**config.mk**
```make
export PLATFORM = sky130hd
export DESIGN_NAME = serial_adder_flat
export DESIGN_NICKNAME = d
export VERILOG_FILES = /design/src/rtl/serial_adder_pkg.sv /design/src/rtl/serial_adder_if.sv /design/src/rtl/serial_adder_bit_adder_cell.sv /design/src/rtl/serial_adder.sv /design/src/flat_wrapper.sv
export SDC_FILE = /design/constraint.sdc
export NUM_CORES = 1
export LEC_CHECK = 0
export ABC_AREA = 1
export CAP_MARGIN = 15
export CELL_PAD_IN_SITES_DETAIL_PLACEMENT = 0
export CELL_PAD_IN_SITES_GLOBAL_PLACEMENT = 2
export CORE_UTILIZATION = 27
export CTS_CLUSTER_DIAMETER = 40
export CTS_CLUSTER_SIZE = 12
export DETAILED_ROUTE_END_ITERATION = 12
export GPL_TIMING_DRIVEN = 0
export PLACE_DENSITY_LB_ADDON = 0.1
export SLEW_MARGIN = 20
export SYNTH_ARGS = -nofsm -noshare
export SYNTH_HDL_FRONTEND = slang
export SYNTH_SLANG_ARGS = --single-unit
```
**constraint.sdc**
```tcl
create_clock -name clk -period 1.25 [get_ports clk]
set_clock_uncertainty 0.15 [all_clocks]
set_input_delay 0.25 -clock clk [delete_from_list [all_inputs] [get_ports clk]]
set_output_delay 0.25 -clock clk [all_outputs]
set_load 0.05 [all_outputs]
```
**src/rtl/serial_adder_pkg.sv**
```systemverilog
// Shared types and helpers for the bit-serial adder/subtractor.
// Provides the FSM state encoding and the bit-counter width function.
package serial_adder_pkg;

  typedef enum logic [1:0] {
    IDLE = 2'd0,
    BUSY = 2'd1,
    DONE = 2'd2
  } state_t;

  // The bit counter must be at least one bit wide, even when WIDTH is 1.
  function automatic int cnt_width(input int width);
    int w;
    w = $clog2(width);
    if (w < 1) begin
      w = 1;
    end else begin
      w = w;
    end
    return w;
  endfunction

endpackage

```
**src/rtl/serial_adder_if.sv**
```systemverilog
// Handshake and data bundle of the serial adder.
// The slave side is the adder; the master side issues operands and consumes results.
interface serial_adder_if #(
  parameter int WIDTH = 8
);

  logic             start_valid;
  logic             start_ready;
  logic [WIDTH-1:0] a;
  logic [WIDTH-1:0] b;
  logic             cin;
  logic             sub;
  logic [WIDTH-1:0] sum;
  logic             cout;
  logic             overflow;
  logic             done_valid;
  logic             done_ready;

  modport master (
    output start_valid, a, b, cin, sub, done_ready,
    input  start_ready, sum, cout, overflow, done_valid
  );

  modport slave (
    input  start_valid, a, b, cin, sub, done_ready,
    output start_ready, sum, cout, overflow, done_valid
  );

endinterface

```
**src/rtl/serial_adder_bit_adder_cell.sv**
```systemverilog
// Combinational one-bit full adder.
// Time-multiplexed by serial_adder over all operand bits.
module bit_adder_cell (
  input  logic a,
  input  logic b,
  input  logic ci,
  output logic s,
  output logic co
);

  assign s  = a ^ b ^ ci;
  assign co = (a & b) | (a & ci) | (b & ci);

endmodule

```
**src/rtl/serial_adder.sv**
```systemverilog
// Bit-serial adder/subtractor: one full-adder cell processes the operands LSB first
// over WIDTH cycles, with valid/ready handshakes on the operand and result sides.
module serial_adder
  import serial_adder_pkg::*;
#(
  parameter int WIDTH = 8
) (
  input  logic          clk,
  input  logic          rst_n,
  serial_adder_if.slave bus
);

  localparam int CW = cnt_width(WIDTH);

  state_t           state_q, state_d;
  logic [WIDTH-1:0] opa_q, opa_d;
  logic [WIDTH-1:0] opb_q, opb_d;
  logic [WIDTH-1:0] res_q, res_d;
  logic [WIDTH-1:0] sum_q, sum_d;
  logic             carry_q, carry_d;
  logic             cout_q, cout_d;
  logic             ovf_q, ovf_d;
  logic [CW-1:0]    count_q, count_d;

  logic             bit_s;
  logic             co_s;
  logic             last_s;
  logic [WIDTH:0]   res_ext_s;

  bit_adder_cell u_cell (
    .a  (opa_q[0]),
    .b  (opb_q[0]),
    .ci (carry_q),
    .s  (bit_s),
    .co (co_s)
  );

  // New bit enters at the MSB; slicing the extended vector also works for WIDTH=1.
  assign res_ext_s = {bit_s, res_q};
  assign last_s    = (count_q == CW'(WIDTH - 1));

  // Next-state, datapath shift and result-capture logic.
  always_comb begin
    state_d = state_q;
    opa_d   = opa_q;
    opb_d   = opb_q;
    res_d   = res_q;
    sum_d   = sum_q;
    carry_d = carry_q;
    cout_d  = cout_q;
    ovf_d   = ovf_q;
    count_d = count_q;
    case (state_q)
      IDLE: begin
        if (bus.start_valid) begin
          // Subtract is a + ~b + 1, so the carry flop starts as cin^sub.
          opa_d   = bus.a;
          opb_d   = bus.b ^ {WIDTH{bus.sub}};
          carry_d = bus.cin ^ bus.sub;
          res_d   = '0;
          count_d = '0;
          state_d = BUSY;
        end else begin
          state_d = IDLE;
        end
      end
      BUSY: begin
        opa_d   = opa_q >> 1'b1;
        opb_d   = opb_q >> 1'b1;
        carry_d = co_s;
        res_d   = res_ext_s[WIDTH:1];
        count_d = count_q + CW'(1);
        if (last_s) begin
          // carry_q here is the carry into the MSB, needed for signed overflow.
          sum_d   = res_ext_s[WIDTH:1];
          cout_d  = co_s;
          ovf_d   = carry_q ^ co_s;
          state_d = DONE;
        end else begin
          state_d = BUSY;
        end
      end
      DONE: begin
        if (bus.done_ready) begin
          state_d = IDLE;
        end else begin
          state_d = DONE;
        end
      end
      default: begin
        state_d = IDLE;
      end
    endcase
  end

  // State, datapath and output registers with asynchronous clear.
  always_ff @(posedge clk or negedge rst_n) begin
    if (!rst_n) begin
      state_q <= IDLE;
      opa_q   <= '0;
      opb_q   <= '0;
      res_q   <= '0;
      sum_q   <= '0;
      carry_q <= 1'b0;
      cout_q  <= 1'b0;
      ovf_q   <= 1'b0;
      count_q <= '0;
    end else begin
      state_q <= state_d;
      opa_q   <= opa_d;
      opb_q   <= opb_d;
      res_q   <= res_d;
      sum_q   <= sum_d;
      carry_q <= carry_d;
      cout_q  <= cout_d;
      ovf_q   <= ovf_d;
      count_q <= count_d;
    end
  end

  assign bus.start_ready = (state_q == IDLE);
  assign bus.done_valid  = (state_q == DONE);
  assign bus.sum         = sum_q;
  assign bus.cout        = cout_q;
  assign bus.overflow    = ovf_q;

endmodule

```
**src/flat_wrapper.sv**
```systemverilog
// flat-port wrapper written by rule: the top's interface ports become plain ports
module serial_adder_flat import serial_adder_pkg::*;
#(
  parameter int WIDTH = 8
)
  (clk, rst_n, bus_start_valid, bus_a, bus_b, bus_cin, bus_sub, bus_done_ready, bus_start_ready, bus_sum, bus_cout, bus_overflow, bus_done_valid);
  serial_adder_if #(.WIDTH(WIDTH)) bus_i ();
  input  logic clk;
  input  logic rst_n;
  input wire logic [$bits(bus_i.start_valid)-1:0] bus_start_valid;
  input wire logic [$bits(bus_i.a)-1:0] bus_a;
  input wire logic [$bits(bus_i.b)-1:0] bus_b;
  input wire logic [$bits(bus_i.cin)-1:0] bus_cin;
  input wire logic [$bits(bus_i.sub)-1:0] bus_sub;
  input wire logic [$bits(bus_i.done_ready)-1:0] bus_done_ready;
  output wire logic [$bits(bus_i.start_ready)-1:0] bus_start_ready;
  output wire logic [$bits(bus_i.sum)-1:0] bus_sum;
  output wire logic [$bits(bus_i.cout)-1:0] bus_cout;
  output wire logic [$bits(bus_i.overflow)-1:0] bus_overflow;
  output wire logic [$bits(bus_i.done_valid)-1:0] bus_done_valid;
  assign bus_i.start_valid = bus_start_valid;
  assign bus_i.a = bus_a;
  assign bus_i.b = bus_b;
  assign bus_i.cin = bus_cin;
  assign bus_i.sub = bus_sub;
  assign bus_i.done_ready = bus_done_ready;
  assign bus_start_ready = bus_i.start_ready;
  assign bus_sum = bus_i.sum;
  assign bus_cout = bus_i.cout;
  assign bus_overflow = bus_i.overflow;
  assign bus_done_valid = bus_i.done_valid;
  serial_adder #(.WIDTH(WIDTH)) u_core (.clk(clk), .rst_n(rst_n), .bus(bus_i));
endmodule
```
==> results.md <==
* CTS tree: built
* Largest net degree at the start of global routing at 28
* Hold endpoint: u_core.opb_q[7]
* Post-synthesis cell area at 1850 um2
* Area growth syn-to-layout at 56.2%
* DIE AREA at slightly above 7000 um2
* Cells after Synth at 232
* Most frequent cells in the layout: 111 x nand2_1, 39 x dfrtp_1, 23 x buf_4
* Pins Over Slew Limit at 0
* Post-DR vias/cell at around 4.3
* Share of layout cells above drive strength 1 at 0.287
* Worst-path maximum fanout at 4
* Worst-path clk slew at about 0.08 ns
* Hold depth at 4
* Fin area at ~2900 um2
* Slew margin rel. at 0.783
* Peak VDD IR at a little under 0.8 mV
* Total Wirelength at 4370 um
* Final min period at 1.54 ns
* Comb power frac at 0.524
* Commonest non-fill, non-tap cell in the layout: nand2_1
* # fillers at 668
* Post-DP HPWL at 2850 um
* Post-synthesis sequential area ratio at 0.528
* H-tree depth at 2
* Placed Area at 2330 um2
* RSZ-0062 raised after global routing: true
* Reg2reg path depth at 6
* Yosys top cell area share at 0.528
* Power Dens Cells at roughly 2300 nW/um2
* Chip width at 84.8 um
* Post-synthesis mux area share at 0
* Sw Ratio at 0.394
* Die Y-Extent at approximately 85 um
* Synth Area in Adders at 0.0244
* Buffers on Ports at 32
* Reg power frac at 0.315
* WL per Instance at about 11 um
* RR Endpoint: u_core.bus.sum[2]
* Crit path DAT at about 1.1 ns
* Top cells by area, synth: dfrtp_1 53%, nand2_1 25%, inv_1 4.3%
* First-pass GRT wire length at 7240 um
* CP required at approximately 0.85 ns
* Clock power share at 0.161
* Int Pwr at between 0.003 and 0.004 W
* Util after Layout at 0.445
* NetSw at 0.00259 W
* CTS Buffer Depth at 2
* Row Count at 29
* Vias post-DR at approximately 1,600
* CP Capture Type: output port
* I/O pin count at 34
* Critical path type: reg -> out
* Worst skew pair latency at between 0.2 and 0.3 ns
* Leading area contributor after synthesis: dfrtp_1
* Status: finished, violations left
* N_diodes at 0
* Vias in the first global route at 1,578
* Min-Delay Startpoint: bus_sub
* Setup ws final at -0.293 ns
* Total CTS buffers at 5
* Final hold slack at approximately 0.21 ns
* Fraction of synthesized cell area in xor and xnor cells at 0.00947
* Leakage at approximately 1.5 nW
* Register-to-register setup slack at -0.19 ns
* Final ANT Viol Nets at 0
* Syn_area_per_cell at between 7 and 8 um2
* Failing checks: DRC, setup timing
* Least-Margin Pin Slew at approximately 0.33 ns
* Final-report setup violation count at 39
* Final Hold Vio Count at 0
* Post-synth cell types at 21
* Post-Synth Simple-Gate Area at 0.301
* Flops & latches, synth at 39
* Clock Sinks at 39
* Hold Crit Class: in -> reg
* Core region area at 6490 um2
* YS warnings at 0
* Syn nets at roughly 260
* GPL Wtd Cong at 0.748
* Initial antenna violation count at 0
* Grt ovf at 0
* Max_cap viols at 0
* Final net count at approximately 330
* Clock root cell: clkbuf_8
* RR Startpoint: u_core.state_q[1]
* Starting Density at 0.285
* Initial drt markers at a little over 70
* Max Fclk at ~0.65 GHz
* Total GRT Usage at 0.131
* Initial DRT Pass Iterations at 10
* Tcrit/Tclk final at 1.23
* Crit start category: register
* Compound-gate portion of the synthesized area at 0.0568
* Largest family of logic cells by synthesized area: simple AND/OR/NAND/NOR gates
* Residual DRC at 5
## what timing repair did
action / 4_1_cts / 5_1_grt
pin swaps: 5 / 2
cloned: 3 / 1
endpoints found under the hold margin: 23 / 0
hold buffers: 1 / 0
setup endpoints to repair: 50 / 51
buffers inserted: 18 / 11
resized for setup: 107 / 24
## metrics by stage
stage / total power (W) / worst slack [ns] / setup TNS (ns) / cells
after global routing: 0.00709 / -0.360 / -7.67 / 384
after global placement: 0.00449 / -1.30 / -66.00 / 341
after CTS: 0.00632 / -0.316 / -4.52 / 372
after floorplan: 0.00376 / -0.0551 / -0.197 / 232
final: 0.00657 / -0.293 / -4.51 / 384
after detailed placement: 0.00451 / -0.738 / -15.47 / 342
## routing by layer
metal  GRT usage  up-vias  routed length, um
li1            -      853                  -
met1       0.158      764               1980
met2       0.223       23               2230
met3      0.0324        7                104
met4      0.0508        0                 63
met5           0        -                  0
## cells in the mapped netlist
| cell | count |
|---|---|
| ha_1 | 2 |
| o21ai_0 | 13 |
| dfrtp_1 | 39 |
| o22ai_1 | 1 |
| o21ai_1 | 2 |
| nand2_1 | 121 |
| fa_1 | 1 |
| buf_6 | 4 |
| nor2_1 | 1 |
| nand3_1 | 15 |
| nand2_2 | 1 |
| buf_2 | 2 |
| o21ai_4 | 1 |
| buf_4 | 1 |
| nor2_2 | 1 |
| inv_2 | 1 |
| inv_1 | 21 |
| clkbuf_1 | 1 |
| xor2_1 | 2 |
| nor2_4 | 1 |
| o31ai_1 | 1 |
## layout make-up
type / instances / area, um2 / area share
buffer: 8 / 103 / 0.0355
clock buffer: 5 / 68.8 / 0.0238
timing repair buffer: 67 / 681 / 0.236
inverter: 22 / 91.3 / 0.0316
clock inverter: 3 / 43.8 / 0.0152
tap: 77 / 96.3 / 0.0333
sequential: 39 / 976 / 0.338
multi-input combinational: 163 / 830 / 0.287
## power groups by stage
stage | logic [W] | clock network (W) | registers (W)
floorplan | 0.00135 | 0 | 0.00241
global placement | 0.00245 | 0 | 0.00204
detailed placement | 0.00246 | 0 | 0.00206
CTS | 0.00316 | 0.00111 | 0.00205
global route | 0.00380 | 0.00117 | 0.00212
finish | 0.00344 | 0.00106 | 0.00207
## worst max path at each step
stage	startpoint	end	slack (ns)
after floorplan	u_core.opb_q[0]	u_core.res_q[7]	-0.06
after global placement	rst_n	u_core.opa_q[3]	-1.30
final	u_core.state_q[1]	bus_start_ready	-0.29
after global routing	u_core.state_q[1]	bus_start_ready	-0.36
after CTS	u_core.state_q[1]	bus_start_ready	-0.32
after detailed placement	u_core.state_q[1]	bus_start_ready	-0.74
## sequential cells by signal (all words and copies together), names as in the netlist
name                 count
u_core.bus.sum           8
u_core.opa_q             8
u_core.opb_q             8
u_core.res_q             7
u_core.count_q           3
u_core.state_q           2
u_core.bus.cout          1
u_core.bus.overflow      1
u_core.carry_q           1
## worst max-delay path: stages (launching register included)
cell,delay [ns]
dfrtp_1,0.40
inv_2,0.08
buf_8,0.12
nand2_8,0.05
clkinvlp_4,0.07
buf_8,0.13
## logic make-up after synthesis
family | count (synthesis)
simple gates | 140
flops | 39
xor+xnor | 2
buf+inv | 30
fa+ha+maj | 3
compound gates | 18
No activity file was read; power rests on OpenSTA's default activity.
